File: src/rtl/uart_baud_gen_frac.sv
// uart_baud_gen_frac: programmable UART oversample/bit tick generator; BAUD_FRAC_EN adds the fractional divider.
module uart_baud_gen_frac #(
  parameter int CLK_FPGA = 50000000,
  parameter int BAUDRATE = 9600,
  parameter int OVERSAMPLE = 16,
  parameter int DIV_W = 16,
  parameter int FRAC_W = 4,
  localparam int PH_W = $clog2(OVERSAMPLE)
) (
  input  logic              clk,
  input  logic              rst,
  input  logic              en,
  input  logic              cfg_load,
  input  logic [DIV_W-1:0]  cfg_div,
  input  logic [FRAC_W-1:0] cfg_frac,
  output logic              cfg_pending,
  output logic              tick_os,
  output logic              tick_bit,
  output logic [PH_W-1:0]   tick_phase
);
  localparam longint DEN = longint'(BAUDRATE) * longint'(OVERSAMPLE);
  localparam logic [DIV_W-1:0] DIV_RST = DIV_W'(longint'(CLK_FPGA) / DEN);
  localparam logic [PH_W-1:0] PH_LAST = PH_W'(OVERSAMPLE - 1);
  logic [DIV_W-1:0] div, div_sh;
  logic [DIV_W:0]   cnt, per;
  logic [PH_W-1:0]  phase;
  logic             carry_in, term, upd;
  assign upd = cfg_load | cfg_pending;
  assign per = {1'b0, ((div < DIV_W'(2)) ? DIV_W'(2) : div)} + {{DIV_W{1'b0}}, carry_in};
  assign term = cnt == per - 1'b1;
  assign tick_phase = phase;
  // a new divisor only lands on a period boundary or while idle, so spacing never glitches
  always_ff @(posedge clk or posedge rst)
    if (rst) begin
      div         <= DIV_RST;
      div_sh      <= DIV_RST;
      cnt         <= '0;
      phase       <= '0;
      cfg_pending <= 1'b0;
      tick_os     <= 1'b0;
      tick_bit    <= 1'b0;
    end else begin
      if (cfg_load) div_sh <= cfg_div;
      if ((!en || term) && upd) div <= cfg_load ? cfg_div : div_sh;
      cnt         <= (!en || term) ? '0 : cnt + 1'b1;
      tick_os     <= en && term;
      tick_bit    <= en && term && phase == PH_LAST;
      phase       <= !en ? '0 : !term ? phase : (phase == PH_LAST) ? '0 : phase + 1'b1;
      cfg_pending <= (!en || term) ? 1'b0 : upd;
    end
`ifdef BAUD_FRAC_EN
  localparam logic [FRAC_W-1:0] FRAC_RST = FRAC_W'((longint'(CLK_FPGA) << FRAC_W) / DEN);
  logic [FRAC_W-1:0] frac, frac_sh, acc;
  logic              carry;
  assign carry_in = carry;
  // the accumulator overflow stretches the following period by one clock
  always_ff @(posedge clk or posedge rst)
    if (rst) begin
      frac    <= FRAC_RST;
      frac_sh <= FRAC_RST;
      acc     <= '0;
      carry   <= 1'b0;
    end else begin
      if (cfg_load) frac_sh <= cfg_frac;
      if ((!en || term) && upd) frac <= cfg_load ? cfg_frac : frac_sh;
      if (!en || (term && upd)) {carry, acc} <= '0;
      else if (term) {carry, acc} <= {1'b0, acc} + {1'b0, frac};
    end
`else
  logic unused_frac;
  assign carry_in = 1'b0;
  assign unused_frac = ^cfg_frac;
`endif
endmodule

File: config.mk
export PLATFORM = sky130hd
export DESIGN_NAME = uart_baud_gen_frac
export DESIGN_NICKNAME = d
export VERILOG_FILES = /design/src/rtl/uart_baud_gen_frac.sv
export SDC_FILE = /design/constraint.sdc
export NUM_CORES = 1
export LEC_CHECK = 0
export CAP_MARGIN = 30
export CORE_MARGIN = 5
export CORE_UTILIZATION = 63
export DETAILED_ROUTE_END_ITERATION = 12
export HOLD_SLACK_MARGIN = 0.12
export PLACE_DENSITY = 0.95
export SYNTH_ARGS = -nofsm -noshare
export SYNTH_HDL_FRONTEND = slang
export SYNTH_SLANG_ARGS = --single-unit
File: constraint.sdc
create_clock -name clk -period 9.9 [get_ports clk]
set_clock_uncertainty 0.15 [all_clocks]
set_input_delay 1.485 -clock clk [delete_from_list [all_inputs] [get_ports clk]]
set_output_delay 1.485 -clock clk [all_outputs]
set_load 0.05 [all_outputs]
==> out/metrics.yaml, run 1 <==
core_area_um2: 5820
grt_max_degree: 57
whs_path_depth: 1
hold_buffers: 0
h-tree-depth: 2
finalHoldViolCount: 0
worstPathArrival_ns: 5.26
ant_nets: 0
cts_resized: 0
finalCriticalPeriod_ns: 5.24
p_per_area_nw_per_um2: 174
portBuffers: 26
dp_hpwl_mm: 6.01
first_global_vias: 2995
min_path_type: "register to register"
dpl_worst_slack_ns: 4.77
final.period_utilization_pct: 52.9
fillers: 423
total_power_mw: 0.707
boundaryPins: 31
initial_utilization_pct: 63.8
drive_gt1_share_pct: 17.6
synth-async-reset-ratio_pct: 100
grt_use_total_pct: 24.4
nNetsFinal: 402
tritoncts: "yes"
ys_seq_area_share_pct: 38.0
grt_pass1_wl_mm: 14.7
finalSetupViolations: 0
ys_seq_elements: 56
totalWireLength_mm: 8.63
worstSetupPathType: "register to register"
clock_sinks: 56
max_cap_viol_count: 0
hp-start: "div_sh[12]"
met3_usage_pct: 3.80
via_count: 3041
r2r_setup_slack_ns: 4.66
overflow: 0
yosysWarnings: 0
n_antenna_cell: 0
cpLargestDelayFamily: "simple AND/OR/NAND/NOR gates"
avgSynthCellArea_um2: 10.1
cts_root_buf: "clkbuf_8"
area_delta_synth_final_pct: 9.54
cts_buffer_depth: 2
yosysUniqueCellTypes: 55
cts_made_buffers: 5
synthesis.nets: 393
max_freq_ghz: 0.191
cpMaxStageDelayCell: "o21ai_2"
cts.clk_slew.worst_paths_ns: 0.10
post_drt_wl_per_cell_um: 19.1
start_kind: "register"
slew_headroom_pct: 41.7
dieHeight_um: 86.7
cpPeakStageDelay_ns: 0.80
antenna_found_initial: 0
vdd_drop_max_mv: 0.122
die_area_um2: 7520
fin_setup_tns_ns: 0
gp_congestion: 0.931
maxSlewViolCount: 0
crit_buf_inv: 0
leakage_nw: 1.64
crit_fanout: 23
post_cts_buffers: 0
regToRegStartpoint: "div[10]"
endpoint_kind: "register"
met1_usage_pct: 33.1
synth_edf_count: 0
crit_chain: "or4_1 > nor4_1 > nor2_1 > ha_1 > nand2b_1 > nor4_4 > or3_1 > a211oi_4 > nand4_4 > o21ai_2 > nor2_1"
rsz0062_at_grt: "no"
min_to: "div_sh[12]"
clk_latency_ns: 0.31
cp_common_cell: "nor2_1"
row_count: 28
synth_cells: 366
status: "finished, final reports clean"
synth_flop_cell: "dfrtp_1"
worst_r2r_endpoint: "cnt[13]"
fin_ws_ns: 4.66
via_per_inst: 6.74
drt-initial-drc-count: 276
netlist_area_um2: 3710
dr.pass1.iters: 5
drc_errors: 0
grt_busiest_layer: "met2"
hold_slack_ns: 0.389
met2_usage_pct: 40.5
reg2reg_depth: 11
worstMarginPinSlew_ns: 0.871
crit_required_ns: 9.92
dieWidth_um: 86.7
==> sequential cells by signal, indices dropped and copies added, names as in the netlist <==
register,cells
tick_phase,4
div,16
tick_os,1
cnt,17
tick_bit,1
div_sh,16
cfg_pending,1
==> through the flow <==
stage	util (%)	area [µm²]	std cells
global route	69.9	4060	451
CTS	69.9	4060	451
detailed placement	68.3	3970	443
floorplan	-	3710	366
global placement	68.3	3970	443
finish	69.9	4060	451
==> per-layer routing <==
layer  wire [µm]  vias to the layer above
met1        3590                     1524
met2        4470                      119
met3         474                       15
met4         101                        0
li1            -                     1383
met5           0                        -
==> cell usage after synthesis, types with 4 or more instances <==
cell type	number	area share (%)
clkbuf_1	20	2.0
dfrtp_1	48	32
nand2_1	15	1.5
buf_2	5	0.67
o211ai_1	4	0.81
or4_1	4	0.81
xor2_1	17	4.0
or3_1	19	3.2
nor3_1	9	1.2
and3_1	8	1.3
inv_1	6	0.61
a41o_1	15	4.0
xnor2_1	15	3.5
nor2b_1	4	0.67
o221ai_1	15	3.5
nor2_1	42	4.2
mux2_2	16	4.9
nor4_1	4	0.67
nand2b_1	16	2.7
dfstp_2	8	5.7
nand3_1	10	1.3
o41ai_2	16	7.0
==> where the power goes <==
part	internal (mW)	switching [mW]	total, mW	leakage [nW]
registers	0.256	0.0367	0.293	0.709
logic	0.113	0.168	0.281	0.885
clock network	0.0571	0.0762	0.133	0.0445
total	0.427	0.280	0.707	1.64
==> logic make-up (layout without fill, tap and decap cells) <==
group	Yosys count	count (layout)	share of synthesized area [%]
xor+xnor	34	34	8.63
simple gates	151	151	22.8
flops	56	56	38.0
mux	19	19	5.67
fa+ha+maj	3	3	1.01
buf+inv	36	46	4.42
compound gates	67	67	19.4
==> how the worst max path moves through the flow <==
stage / start / end / slack, ns / cells past startpoint
finish: div[10] / cnt[13] / 4.66 / 11
floorplan: div[10] / div[7] / 6.20 / 13
global placement: div[10] / cnt[4] / 4.91 / 11
detailed placement: div[10] / cnt[16] / 4.77 / 11
global route: div[10] / cnt[6] / 4.34 / 11
CTS: div[10] / cnt[13] / 4.71 / 11
==> final cells by class <==
cell class | count | area, µm² | area share, %
flip-flops and latches | 56 | 1410 | 34.7
well taps | 75 | 93.8 | 2.31
inverters | 6 | 22.5 | 0.554
repair buffers | 32 | 305 | 7.51
clock inverters | 1 | 7.51 | 0.185
clock buffers | 7 | 86.3 | 2.12
multi-input cells | 274 | 2140 | 52.6
==> placed cells by master (no fill, tap or decap), types with 16 or more instances in the layout <==
cell type / instances
o41ai_2: 16
nor2_1: 41
mux2_2: 16
clkdlybuf4s50_1: 26
nand2b_1: 16
or3_1: 19
dfrtp_1: 48
xor2_1: 17
(Power assumes the default switching activity.)
==> inputs of run 2 (changes only) <==
--- a/config.mk
+++ b/config.mk
@@ -7,10 +7,10 @@
 export LEC_CHECK = 0
 export CAP_MARGIN = 30
 export CORE_MARGIN = 5
-export CORE_UTILIZATION = 63
+export CORE_UTILIZATION = 53
 export DETAILED_ROUTE_END_ITERATION = 12
 export HOLD_SLACK_MARGIN = 0.12
-export PLACE_DENSITY = 0.95
+export PLACE_DENSITY = 0.88
 export SYNTH_ARGS = -nofsm -noshare
 export SYNTH_HDL_FRONTEND = slang
 export SYNTH_SLANG_ARGS = --single-unit
==> constraint.sdc (replaced) <==
create_clock -name clk -period 4.6 [get_ports clk]
set_clock_uncertainty 0.15 [all_clocks]
set_input_delay 0.69 -clock clk [delete_from_list [all_inputs] [get_ports clk]]
set_output_delay 0.69 -clock clk [all_outputs]
set_load 0.05 [all_outputs]
==> run 2 against run 1 <==
Core utilization is 9.1 points lower; worst hold slack worse by 0.0033 ns; maximum frequency is 21% higher; final area is 1.6% higher; wire length is 1.8% higher; worst setup slack worse by 4.4 ns; non-clock buffer count is 5 higher; sequential cell count stayed put; count of clock-buffer cells in the layout is 1 lower; global-route usage is 3.2 points lower; clock power is 120% higher; highest routed layer unchanged; sequential power is 110% higher.
==> out/metrics.yaml, run 2 (synthesis results as in run 1) <==
endpoint_kind: "register"
portBuffers: 26  # unchanged
p_per_area_nw_per_um2: 377  # +120%
worstMarginPinSlew_ns: 0.789  # -0.0818 ns
boundaryPins: 31  # unchanged
post_drt_wl_per_cell_um: 18.4  # -3.7%
grt_use_total_pct: 21.2  # -3.2 points
dr.pass1.iters: 4  # -1
max_freq_ghz: 0.232  # +21%
post_cts_buffers: 0  # unchanged
placed_area_um2: 4030  # +1.6%
antenna_found_initial: 0  # unchanged
cts.clk_slew.worst_paths_ns: 0.10  # about the same
nNetsFinal: 407  # +1.2%
die_area_um2: 8770  # +17%
h-tree-depth: 2  # unchanged
total_power_mw: 1.56  # +120%
top_regs: "cnt: 17 flops, div: 16 flops, div_sh: 16 flops"
fin_area_um2: 4130  # +1.6%
via_count: 3039  # -0.066%
clk_latency_ns: 0.31  # about the same
finalHoldViolCount: 0  # unchanged
hold_buffers: 0  # unchanged
grt_max_degree: 34  # -40%
tritoncts: "yes"
n_antenna_cell: 0  # unchanged
dieHeight_um: 93.7  # +8.0%
row_count: 30  # +7.1%
final_cells: 477  # +5.8%
maxSlewViolCount: 0  # unchanged
largest-register: "cnt"
max_cap_viol_count: 0  # unchanged
met1_usage_pct: 27.3  # -5.8 points
drt-initial-drc-count: 245  # -11%
area_delta_synth_final_pct: 11.3
dp_hpwl_mm: 6.28  # +4.5%
worstPathArrival_ns: 4.36  # -0.90 ns
grt_pass1_wl_mm: 15.1  # +2.4%
dp_cells: 469  # +5.9%
rsz0062_at_grt: "no"
via_per_inst: 6.37  # -5.5%
hold_slack_ns: 0.386  # -0.00325 ns
vdd_drop_max_mv: 0.204  # +67%
crit_required_ns: 4.65  # -5.27 ns
final.period_utilization_pct: 93.9  # +41 points
gp_congestion: 0.971  # +4.2%
core_area_um2: 6790  # +17%
cts_buffer_depth: 2  # unchanged
largest_register_ffs: 17  # unchanged
grt_busiest_layer: "met2"
fin_ws_ns: 0.282  # -4.38 ns
cts_resized: 0  # unchanged
cts_made_buffers: 5  # unchanged
fin_setup_tns_ns: 0  # unchanged
cts_root_buf: "clkbuf_8"
overflow: 0  # unchanged
ant_nets: 0  # unchanged
finalCriticalPeriod_ns: 4.32  # -0.920 ns
status: "finished, final reports clean"
slew_headroom_pct: 47.2  # +5.6 points
leakage_nw: 1.67  # +1.9%
clock_sinks: 56  # unchanged
drc_errors: 0  # unchanged
initial_utilization_pct: 54.6  # -9.2 points
finalSetupViolations: 0  # unchanged
dpl_worst_slack_ns: 0.324  # -4.44 ns
start_kind: "register"
met3_usage_pct: 2.88  # -0.92 points
met2_usage_pct: 36.8  # -3.7 points
fin_util_pct: 60.8  # -9.1 points
dieWidth_um: 93.7  # +8.0%
first_global_vias: 3085  # +3.0%
mostFrequentLayoutCells: "48 x dfrtp_1, 41 x nor2_1, 26 x clkdlybuf4s50_1, 19 x or3_1, 17 x xor2_1"
drive_gt1_share_pct: 18.9  # +1.3 points
min_path_type: "register to register"
totalWireLength_mm: 8.79  # +1.8%
crit_fanout: 17  # -26%
final_common_cell: "dfrtp_1"
worstSetupPathType: "register to register"
[run 2: cell count changes in the layout (fill, tap and decap cells not counted)]
cell	delta
clkbuf_1	-1
buf_4	+5
clkinv_2	+1
inv_6	+1
clkinvlp_4	-1
[run 2: cell type report]
type	instances	area, µm²
multi-input combinational	274	2140
clock buffer	6	82.6
timing repair buffer	37	343
fill	545	2660
sequential	56	1410
clock inverter	2	13.8
inverter	6	22.5
tap	96	120
[run 2: critical path: stages, from the launching register on]
cell and delay [ns]:
dfrtp_1 0.43, or4_1 0.72, nor4_1 0.53, nor2_1 0.09, ha_1 0.24, nand2b_1 0.17, nor4_4 0.09, or3_1 0.42
a211oi_4 0.28, nand4_4 0.33, buf_4 0.31, o41ai_2 0.36, nor2_1 0.09
[run 2: report_power, final]
group	total [mW]	switching (mW)	internal, mW
sequential	0.629	0.0770	0.552
combinational	0.634	0.378	0.256
clock	0.293	0.169	0.124
total	1.56	0.625	0.931
[run 2: metal layers]
layer | wire length (µm) | share of wire (%) | vias to the layer above
li1 | - | - | 1390
met1 | 3590 | 41 | 1501
met2 | 4430 | 50 | 125
met3 | 583 | 6.6 | 23
met4 | 188 | 2.1 | 0
met5 | 0 | 0 | -
[run 2: path summary, 6_finish.rpt]
path / endpoint / slack (ns) / startpoint / depth (start not counted)
setup / recovery: div[1] / 0.28 / div[10] / 12
hold / removal: div_sh[15] / 0.39 / div_sh[15] / 1
setup reg to reg: div[1] / 0.28 / div[10] / 12
hold reg to reg: div_sh[15] / 0.39 / div_sh[15] / 1
max in group asynchronous: div_sh[8] / 2.88 / rst / 3
min in group asynchronous: cnt[0] / 0.58 / rst / 2
==> edit, RTL diff (flow settings as in run 1) <==
Change the parameter `OVERSAMPLE` from 16 to 8.
--- a/src/rtl/uart_baud_gen_frac.sv
+++ b/src/rtl/uart_baud_gen_frac.sv
@@ -2,7 +2,7 @@
 module uart_baud_gen_frac #(
   parameter int CLK_FPGA = 50000000,
   parameter int BAUDRATE = 9600,
-  parameter int OVERSAMPLE = 16,
+  parameter int OVERSAMPLE = 8,
   parameter int DIV_W = 16,
   parameter int FRAC_W = 4,
   localparam int PH_W = $clog2(OVERSAMPLE)
Ports: changed (resized tick_phase); port bits go from 31 to 30. The function was not compared with the original's and may differ.
==> edit against run 1 <==
Utilization up 2.9 points. Wire length down 23%. Final area down 15%. Worst setup slack better by 300 ps. Final cell count down 12%. Synthesized area down 17%. Largest cell class unchanged. Critical path depth up 1. Sequential share of layout area up 5.6 points. Sequential cell count down 1. Global-route usage down 1.1 points.
Power is not compared: it rests on default switching activity, and its combinational part moved more than twofold at a synthesized area within 25%.
==> edit: results (changes against run 1) <==
[cells_and_area]
fillers = 365  ; -14%
multi_input_gates = 232  ; -15%
num-clock-buffers = 6  ; -1
bufAreaShareNonClock_pct = 8.29  ; +0.78 points
n_all_buffers = 28  ; -13%
nFlopsAndLatches = 55  ; -1.8%
final_net_count = 356  ; -11%
drive_gt1_share_pct = 14.0  ; -3.6 points
multi_input_area_um2 = 1570  ; -27%
clk_share_pct = 2.62  ; +0.31 points

[worst_setup_path]
slowest_delay_ps = 670  ; -130 ps
cp.arrival_ps = 4940  ; -320 ps
crit_path_max_fanout = 33  ; +43%
cp_slowest_cell = a31o_2

[place]
pre_cts_ws_ps = 5050  ; +285 ps
routabilityCongestion = 0.880  ; -5.5%
hpwl_um = 4900  ; -19%

[logic_synthesis]
synth.most_common_cell = nor2_1
yosysSeqAreaShare_pct = 45.3  ; +7.3 points
synth_fp_nets = 341  ; -13%
synthDistinctLibCells = 50  ; -9.1%
yosys-top-cells-count = 56 x nor2_1, 45 x dfrtp_1, 19 x a22oi_1, 18 x mux2_2
synth_area_leaders = dfrtp_1 37%, dfstp_2 8.6%, nor2_1 6.9%

[routing]
routedWlPerCell_um = 16.8  ; -12%
drt_iter0_drc = 170  ; -38%
vias_per_cell = 6.04  ; -10%
firstDrtPassIters = 4  ; -1

[cts]
clockBufferDepth = 2  ; unchanged
path_clk_slew_ps = 100  ; about the same

[timing]
worstMarginPinSlew_ps = 865  ; -5.98 ps

[global_routing]
grt_pass1_wl_um = 11700  ; -21%
grt_pass1_vias = 2375  ; -21%
grt_start_max_net_pins = 34  ; -40%
grt_use_total_pct = 23.3  ; -1.1 points

[run_status]
status = finished, final reports clean

## edit: cell count changes after synthesis, moves of 14 or more
cell,delta
nand2b_1,-16
a22oi_1,+18
nor2_1,+14
o221ai_1,-15
o41ai_2,-16
a41o_1,-15
## edit: per-stage QoR
| stage | instances | cell area [µm²] |
|---|---|---|
| after floorplan | 313 | 3060 |
| after global placement | 386 | 3320 |
| after detailed placement | 387 | 3340 |
| after CTS | 395 | 3430 |
| after global routing | 396 | 3440 |
| final | 396 | 3440 |
## edit: worst paths after layout
kind,start,to,slack (ps),depth (start not counted)
min,div_sh[14]$_DFF_PP0_,div_sh[14]$_DFF_PP0_,360,1
max,div[10]$_DFFE_PP0P_,div[11]$_DFFE_PP0P_,4960,12
max in group asynchronous,rst,div[1]$_DFFE_PP1P_,7600,3
min reg2reg,div_sh[14]$_DFF_PP0_,div_sh[14]$_DFF_PP0_,360,1
min in group asynchronous,rst,div_sh[5]$_DFF_PP0_,1380,2
max reg2reg,div[10]$_DFFE_PP0P_,div[11]$_DFFE_PP0P_,4960,12
## edit: metal layers
| metal | global-route usage [%] | wire, µm | part of all wire (%) |
|---|---|---|---|
| met1 | 31.5 | 2860 | 43 |
| met4 | 5.50 | 77 | 1.2 |
| met2 | 38.1 | 3370 | 51 |
| met5 | 0 | 0 | 0 |
| met3 | 5.42 | 343 | 5.2 |
## edit: kinds of logic (layout without fill, tap and decap cells)
kind of cell	Yosys count	count (layout)	share of synthesized area, %
multiplexers	23	23	8.25
adder cells (fa/ha/maj)	4	4	1.63
flip-flops	55	55	45.3
AO/OA/AOI/OAI	45	45	11.6
AND/OR/NAND/NOR	130	130	21.2
buffers and inverters	26	42	3.43
XOR/XNOR	30	30	8.58
